File: src/rtl/as6d_app_vsb_pkg.sv
// rtl/as6d_app_vsb_pkg.sv - shared parameters and skid entry type for the video status buffer controller
package as6d_app_vsb_pkg;

    localparam int VSB_ADDR_WIDTH    = 4;
    localparam int VSB_DATA_WIDTH    = 102;
    localparam int VSB_RD_LATENCY    = 2;
    localparam int VSB_ERR_CNT_WIDTH = 8;
    localparam int VSB_SKID_DEPTH    = 2;

    typedef struct packed {
        logic [VSB_DATA_WIDTH-1:0] data;
        logic                      sbit;
        logic                      dbit;
        logic                      fault;
    } skid_entry_t;

endpackage

File: src/rtl/as6d_app_vsb_skid.sv
// rtl/as6d_app_vsb_skid.sv - 2-entry in-order skid FIFO; upstream never pushes without a free credit
module as6d_app_vsb_skid
    import as6d_app_vsb_pkg::*;
#(
    parameter type entry_t = skid_entry_t
) (
    input  logic       clk,
    input  logic       rst,
    input  logic       s_tvalid,
    input  entry_t     s_tdata,
    output logic       m_tvalid,
    input  logic       m_tready,
    output entry_t     m_tdata,
    output logic [1:0] occ
);

    entry_t     mem [2];
    logic       wr_idx;
    logic       rd_idx;
    logic [1:0] count;
    logic       pop;

    assign pop      = m_tvalid && m_tready;
    assign m_tvalid = (count != 2'd0);
    assign m_tdata  = mem[rd_idx];
    assign occ      = count;

    always_ff @(posedge clk) begin
        if (rst) begin
            wr_idx <= 1'b0;
            rd_idx <= 1'b0;
            count  <= 2'd0;
        end else begin
            if (s_tvalid) wr_idx <= ~wr_idx;
            if (pop)      rd_idx <= ~rd_idx;
            count <= count + 2'(s_tvalid) - 2'(pop);
        end
    end

    always_ff @(posedge clk) begin
        if (s_tvalid) mem[wr_idx] <= s_tdata;
    end

endmodule

File: src/rtl/as6d_app_video_status_buffer_ctrl.sv
// rtl/as6d_app_video_status_buffer_ctrl.sv - FIFO controller around the 16x102 ECC RAM wrapper with prefetch and error stats
module as6d_app_video_status_buffer_ctrl
    import as6d_app_vsb_pkg::*;
#(
    parameter int ADDR_WIDTH    = VSB_ADDR_WIDTH,
    parameter int DATA_WIDTH    = VSB_DATA_WIDTH,
    parameter int RD_LATENCY    = VSB_RD_LATENCY,
    parameter int ERR_CNT_WIDTH = VSB_ERR_CNT_WIDTH
) (
    input  logic                     clk,
    input  logic                     rst,
    input  logic                     wr_vld,
    output logic                     wr_rdy,
    input  logic [DATA_WIDTH-1:0]    wr_data,
    output logic                     rd_vld,
    input  logic                     rd_rdy,
    output logic [DATA_WIDTH-1:0]    rd_data,
    output logic                     rd_sbit_err,
    output logic                     rd_dbit_err,
    output logic                     rd_ecc_fault,
    output logic [ADDR_WIDTH-1:0]    AA_F,
    output logic [ADDR_WIDTH-1:0]    AB_F,
    output logic                     CSA_F,
    output logic                     WEA_F,
    output logic                     CSB_F,
    output logic                     REB_F,
    output logic [DATA_WIDTH-1:0]    DA_F,
    input  logic [DATA_WIDTH-1:0]    QB_F,
    input  logic                     SINGLE_ERR_B,
    input  logic                     DOUBLE_ERR_B,
    input  logic                     ECC_FAULT_B,
    output logic [ADDR_WIDTH+1:0]    level,
    output logic                     full,
    output logic                     empty,
    output logic [ERR_CNT_WIDTH-1:0] sbit_cnt,
    output logic [ERR_CNT_WIDTH-1:0] dbit_cnt,
    output logic                     dbit_sticky,
    output logic                     fault_sticky,
    input  logic                     err_clr
);

    localparam int PTR_W = ADDR_WIDTH + 1;
    localparam int LVL_W = ADDR_WIDTH + 2;
    localparam logic [PTR_W-1:0] RAM_DEPTH = {1'b1, {ADDR_WIDTH{1'b0}}};

    logic [PTR_W-1:0]      wr_ptr;
    logic [PTR_W-1:0]      ra_ptr;
    logic [PTR_W-1:0]      ram_occ;
    logic [RD_LATENCY-1:0] rd_pipe;
    logic [1:0]            inflight;
    logic [1:0]            skid_occ;
    logic [2:0]            credits_used;
    logic                  push;
    logic                  issue;
    logic                  pop;
    logic                  ev_sbit;
    logic                  ev_dbit;
    logic                  ev_fault;
    skid_entry_t           skid_in;
    skid_entry_t           skid_head;

    // ram_occ is built from registered pointers, so it never counts a same-cycle push
    assign ram_occ      = wr_ptr - ra_ptr;
    assign full         = (ram_occ == RAM_DEPTH);
    assign wr_rdy       = !rst && !full;
    assign push         = wr_vld && wr_rdy;
    assign inflight     = 2'($countones(rd_pipe));
    assign credits_used = {1'b0, inflight} + {1'b0, skid_occ};
    assign issue        = !rst && (ram_occ != '0) && (credits_used < 3'(VSB_SKID_DEPTH));

    assign CSA_F = push;
    assign WEA_F = push;
    assign AA_F  = wr_ptr[ADDR_WIDTH-1:0];
    assign DA_F  = wr_data;
    assign CSB_F = issue;
    assign REB_F = issue;
    assign AB_F  = ra_ptr[ADDR_WIDTH-1:0];

    always_ff @(posedge clk) begin
        if (rst) begin
            wr_ptr  <= '0;
            ra_ptr  <= '0;
            rd_pipe <= '0;
        end else begin
            wr_ptr  <= wr_ptr + PTR_W'(push);
            ra_ptr  <= ra_ptr + PTR_W'(issue);
            rd_pipe <= (rd_pipe << 1) | RD_LATENCY'(issue);
        end
    end

    assign skid_in = '{data: QB_F, sbit: SINGLE_ERR_B, dbit: DOUBLE_ERR_B, fault: ECC_FAULT_B};

    as6d_app_vsb_skid #(
        .entry_t (skid_entry_t)
    ) u_skid (
        .clk      (clk),
        .rst      (rst),
        .s_tvalid (rd_pipe[RD_LATENCY-1]),
        .s_tdata  (skid_in),
        .m_tvalid (rd_vld),
        .m_tready (rd_rdy),
        .m_tdata  (skid_head),
        .occ      (skid_occ)
    );

    assign rd_data      = skid_head.data;
    assign rd_sbit_err  = skid_head.sbit;
    assign rd_dbit_err  = skid_head.dbit;
    assign rd_ecc_fault = skid_head.fault;

    assign level = LVL_W'(ram_occ) + LVL_W'(inflight) + LVL_W'(skid_occ);
    assign empty = (level == '0);

    assign pop      = rd_vld && rd_rdy;
    assign ev_sbit  = pop && rd_sbit_err;
    assign ev_dbit  = pop && rd_dbit_err;
    assign ev_fault = pop && rd_ecc_fault;

    // A clear in the same cycle as a flagged pop keeps that pop's event
    always_ff @(posedge clk) begin
        if (rst) begin
            sbit_cnt     <= '0;
            dbit_cnt     <= '0;
            dbit_sticky  <= 1'b0;
            fault_sticky <= 1'b0;
        end else begin
            if (err_clr)
                sbit_cnt <= ERR_CNT_WIDTH'(ev_sbit);
            else if (ev_sbit && (sbit_cnt != '1))
                sbit_cnt <= sbit_cnt + ERR_CNT_WIDTH'(1);
            if (err_clr)
                dbit_cnt <= ERR_CNT_WIDTH'(ev_dbit);
            else if (ev_dbit && (dbit_cnt != '1))
                dbit_cnt <= dbit_cnt + ERR_CNT_WIDTH'(1);
            dbit_sticky  <= (dbit_sticky && !err_clr) || ev_dbit;
            fault_sticky <= (fault_sticky && !err_clr) || ev_fault;
        end
    end

endmodule

File: config.mk
export PLATFORM = sky130hd
export DESIGN_NAME = as6d_app_video_status_buffer_ctrl
export DESIGN_NICKNAME = d
export VERILOG_FILES = /design/src/rtl/as6d_app_vsb_pkg.sv /design/src/rtl/as6d_app_vsb_skid.sv /design/src/rtl/as6d_app_video_status_buffer_ctrl.sv
export SDC_FILE = /design/constraint.sdc
export NUM_CORES = 1
export LEC_CHECK = 0
export ABC_CLOCK_PERIOD_IN_PS = 6710
export BUFFER_PORTS_ARGS = -buffer_cell sky130_fd_sc_hd__buf_4
export CORE_AREA = 2 2 178 180
export DETAILED_ROUTE_END_ITERATION = 7
export DIE_AREA = 0 0 180 182
export RECOVER_POWER = 50
export SYNTH_ARGS = -nofsm -noshare
export SYNTH_HDL_FRONTEND = slang
export SYNTH_SLANG_ARGS = --single-unit
File: constraint.sdc
create_clock -name clk -period 6.71 [get_ports clk]
set_input_delay 1.342 -clock clk [delete_from_list [all_inputs] [get_ports clk]]
set_output_delay 1.342 -clock clk [all_outputs]
set_load 0.05 [all_outputs]
**Yosys cells after proc, flatten, opt, wreduce, memory -nomap -nowiden**

Memory sizes are Yosys's and may differ from the RTL's. A register that Yosys moved wholly into a read port is not among the register bits.
Cells that the tools add are included.

- Bits in writable memories: 210
- Memories kept: 1
- Logic and storage cells: 62
- Input bits: 212
- Register bits after elaboration: 34

Memory list:

| name | depth | bits a word | read ports | clocked after memory_dff | wr ports | line | text |
|---|---|---|---|---|---|---|---|
| u_skid.mem | 2 | 105 | 1 | 1 | 1 | as6d_app_vsb_skid.sv:17 | `entry_t mem [2];` |

- Bitwise operators: 3
- Add/sub/neg operators: 11
- Equal/unequal tests: 3
- Muxes and demuxes: 8
- Reduce and logical (&&, ||, !) cells: 23
- Magnitude comparators: 1

Operators by type and width:

| kind | count |
|---|---|
| $add A8 B1 Y8 const B | 2 |
| $ne A8 B8 Y1 const B | 2 |
| $logic_and A1 B1 Y1 | 12 |
| $add A5 B1 Y5 | 2 |
| $mux W1 | 8 |
| $add A5 B2 Y6 | 1 |
| $add A6 B2 Y6 | 1 |
| $logic_not A6 Y1 | 1 |
| $reduce_bool A2 Y1 | 3 |
| $eq A5 B5 Y1 const B | 1 |
| $reduce_bool A5 Y1 | 1 |
| $sub A5 B5 Y5 | 1 |
| $add A2 B2 Y3 | 1 |
| $logic_not A1 Y1 | 3 |
| $lt A3 B2 Y1 const B | 1 |
| $add A1 B1 Y2 | 1 |
| $add A2 B1 Y2 | 1 |
| $logic_or A1 B1 Y1 | 2 |
| $not A1 Y1 | 2 |
| $or A2 B1 Y2 | 1 |
| $reduce_or A2 Y1 | 1 |
| $sub A2 B1 Y2 | 1 |

**Depth between registers and ports, before layout**

- Depth in word-level cells: 6
- Mapped depth: 13
- Mapped depth without buffers: 13

**Modules after synthesis**

A second synthesis with hierarchy kept.

- Cells, all modules: 668
- Area total of the unflattened synthesis: 10,722.8 um^2

By module, submodules not included:

| module | sequential area each (um^2) | times used | area each (um^2) | cells an instance |
|---|---|---|---|---|
| as6d_app_vsb_skid | 6,406.1 | 1 | 8,064.0 | 349 |
| as6d_app_video_status_buffer_ctrl | 600.6 | 1 | 2,658.8 | 319 |

**Least setup slack after synthesis**

OpenSTA, ideal clock, no wires.

- Path kind: register -> register
- Start point: register rd_pipe[1]
- End point: memory u_skid.mem[0][0] (netlist name) (enable)
- Stages on the path, launching flop included: 2
- Setup slack: 1,105 ps
- Clock period less this slack: 5,605 ps
- Data required time: 6,128 ps
- Buffers on the path: 0
- Data arrival time: 5,023 ps
- Cells stage by stage: dfxtp_1 -> nor2b_1

- Cells in the longest elaborated chain, start to end: 2

RTL lines:

| item | line | text |
|---|---|---|
| from (decl) | as6d_app_video_status_buffer_ctrl.sv:49 | `logic [RD_LATENCY-1:0] rd_pipe;` |
| from (signal assigned) | as6d_app_video_status_buffer_ctrl.sv:87 | `rd_pipe <= (rd_pipe << 1) \| RD_LATENCY'(issue);` |
| $mux W1 | as6d_app_vsb_skid.sv:41 | `if (s_tvalid) mem[wr_idx] <= s_tdata;` |
| $mux W1 (not written as such) | as6d_app_vsb_skid.sv:41 |  |
| to (decl) | as6d_app_vsb_skid.sv:17 |  |

No other way between the ends.

**Final worst setup path**

- Start point: register wr_ptr[0]
- End point: output empty

- Cells in the longest elaborated chain, start to end: 4

RTL lines:

| item | line | text |
|---|---|---|
| from (decl) | as6d_app_video_status_buffer_ctrl.sv:46 | `logic [PTR_W-1:0] wr_ptr;` |
| from (signal assigned) | as6d_app_video_status_buffer_ctrl.sv:85 | `wr_ptr <= wr_ptr + PTR_W'(push);` |
| $sub A5 B5 Y5 | as6d_app_video_status_buffer_ctrl.sv:63 | `assign ram_occ = wr_ptr - ra_ptr;` |
| $add A5 B2 Y6 | as6d_app_video_status_buffer_ctrl.sv:111 | `assign level = LVL_W'(ram_occ) + LVL_W'(inflight) + LVL_W'(skid_occ);` |
| $add A6 B2 Y6 | as6d_app_video_status_buffer_ctrl.sv:111 |  |
| $logic_not A6 Y1 | as6d_app_video_status_buffer_ctrl.sv:112 | `assign empty = (level == '0);` |
| to (decl) | as6d_app_video_status_buffer_ctrl.sv:34 | `output logic empty,` |

No other way between the ends.

==> reports/metrics.yaml <==
outcome: "finished with violations"
violations: "max-capacitance violations, max-slew violations"
cts_resized: 0
synth.avg_cell_area_um2: 15.4
ir_worst_vdd_mv: 0.485
drv_cap: 3
numCtsBuffers: 27
fmax_mhz: 204
rrSetupSlack_ns: 2.01
fin_nets: 1064
htree_levels: 1
synth_nets: 906
fin_util_pct: 41.1
setup_violations: 0
rr_endpoint: "u_skid.mem[1][18]"
synthesis.area_um2: 10400
cts_hold_buf: 0
hold_class: "flop to flop"
first_pass_iters: 4
detail-route-antenna-nets: 0
r2r_cells: 2
post-route-period-util_pct: 73.0
synth-edff-count: 210
ys_types: 43
dieArea_um2: 32800
layout_common_cells: "edfxtp_1, buf_4, mux2_2"
grt_start_max_net_pins: 74
cp_slowest_stage_delay_ns: 0.51
drc: 0
viasPerCell: 4.65
initial_core_util_pct: 33.6
crit_chain: "inv_1 > ha_1 > inv_1 > fa_1 > inv_1 > fa_1 > inv_1 > ha_1 > fa_1 > or3_1 > a211oi_1 > buf_4"
cp_common_cell: "inv_1"
fin_crit_ns: 4.90
rows: 65
hold_start: "rd_pipe[0]"
r2r_start: "rd_pipe[1]"
cp.required_ns: 5.37
yosys_warnings: 0
relSlewSlack_pct: -190
portBuffers: 254
cp.arrival_ns: 3.56
cts.sinks: 245
grt-ovfl-total: 0
worst_pin_slew_ns: 4.34
wl_per_cell_um: 17.7
core_region_area_um2: 31000
gr-usage-all-layers_pct: 12.8
cts_tree: "done"
final_common_cell: "edfxtp_1"
p_per_area_nw_per_um2: 430
worstSetupEndpointType: "output pin"
area_growth_syn_to_layout_pct: 22.3
clock_path_buffers: 3
finalHoldViolCount: 0
hold-path-cell-count: 1
rsz0062_at_grt: "no"
place_congestion: 0.744
final_cells: 1253
routed_wl_um: 22200
antenna_found_initial: 1
routed-via-count: 5832
clock_latency_ns: 0.53
cp-start-kind: "flop"
syn_inst: 674
grt_pass1_wl_um: 33500
whs_ns: 0.472
critPathMaxFanout: 3
root_buffer: "clkbuf_16"
seq_area_frac_synth_pct: 67.3
yosys_most_used_dff: "edfxtp_1"
post_cts_buffers: 0
async_flop_share_pct: 0
grt_pass1_vias: 5920
crit_type: "flop to output pin"
diodes: 0
slew_viol_final: 163
fp.dieH_um: 182
ys_ff_latch: 245
die_w_um: 180
dp_hpwl_um: 14900
drive_gt1_share_pct: 44.5
ios: 459
slowest_stage: "fa_1"
tns_ns: 0
skew_ns: 0.0157
min_to: "rd_pipe[1]"
power_leakage_nw: 4.71
drt_first_iter_violations: 231
path_clk_slew_ns: 0.06
dp_cells: 1205
## area by class of cell
cell class | count | area [µm²]
Fill cell | 2898 | 18300
Sequential cell | 245 | 7010
Multi-Input combinational cell | 279 | 2410
Timing Repair Buffer | 258 | 1840
Clock buffer | 37 | 763
Tap cell | 402 | 503
Clock inverter | 11 | 119
Inverter | 21 | 78.8
## flip-flops by register name, summed over array words and instances, names as in the netlist, 2 cells and up, named ones only
name and cells:
rd_pipe 2, dbit_cnt 8, u_skid.occ 2, sbit_cnt 8
ra_ptr 5, u_skid.mem 210, wr_ptr 5
## synth_stat cells, drive strengths merged (3+ instances only)
library cell / number / area share [%]
nor3: 4 / 0.19
xor2: 6 / 0.51
nor2: 24 / 0.87
nand2: 15 / 0.54
dfxtp: 35 / 6.7
buf: 113 / 8.2
o21ai: 9 / 0.43
nand3b: 4 / 0.29
or3: 4 / 0.29
ha: 15 / 1.8
mux2i: 4 / 0.38
xnor2: 11 / 0.93
edfxtp: 210 / 61
nor2b: 11 / 0.66
and3: 7 / 0.42
nand3: 8 / 0.38
a211oi: 4 / 0.29
clkbuf: 16 / 0.58
mux2: 103 / 11
and4: 5 / 0.42
nand4: 3 / 0.18
fa: 5 / 0.96
a21oi: 14 / 0.67
inv: 20 / 0.72
## worst max-delay path, delay by kind of cell (launching register included)
kind	cells	cell delay, ns
DFF	1	0.32
and+or+nand+nor	1	0.31
adders and majority gates	5	1.79
buffers and inverters	5	0.45
AOI/OAI and AO/OA	1	0.17
## power breakdown
group | total [mW] | leakage (nW) | switching, mW | internal (mW)
clock | 1.45 | 0.427 | 0.584 | 0.871
sequential | 1.93 | 2.20 | 0.0928 | 1.84
combinational | 2.08 | 2.09 | 1.41 | 0.673
## layer usage
layer  up-vias  global-route usage [%]  wire length (µm)
met2       275                    20.6             10200
met3        41                    5.01              2090
li1       2682                       -                 -
met1      2832                    16.1              9400
met5         -                       0                16
met4         2                    3.45               479
## worst max path at each step
stage | startpoint | end | slack [ns] | cells past startpoint
floorplan | rd_pipe[1] | u_skid.mem[0][0] | 1.10 | 1
global placement | wr_ptr[0] | empty | 2.29 | 12
detailed placement | wr_ptr[0] | empty | 2.34 | 12
CTS | wr_ptr[0] | empty | 1.75 | 12
global route | rd_pipe[1] | u_skid.mem[1][35] | 1.44 | 2
finish | wr_ptr[0] | empty | 1.81 | 12
## cells by family after synthesis
family	Yosys count	synth area share, %
AOI/OAI and AO/OA	41	2.54
and+or+nand+nor	94	4.91
buffers and inverters	150	9.49
xor gates and xnor gates	17	1.43
DFF	245	67.3
muxes	107	11.5
adders and majority gates	20	2.77
## per-stage QoR
step | setup WS, ns | power, mW | instance area [µm²]
after global routing | 1.44 | 5.71 | 12700
after floorplan | 1.10 | 3.64 | 10400
after CTS | 1.75 | 5.55 | 12800
final | 1.81 | 5.47 | 12700
after global placement | 2.29 | 4.06 | 12000
after detailed placement | 2.34 | 4.07 | 12000
No activity file was read; power rests on OpenSTA's default activity.
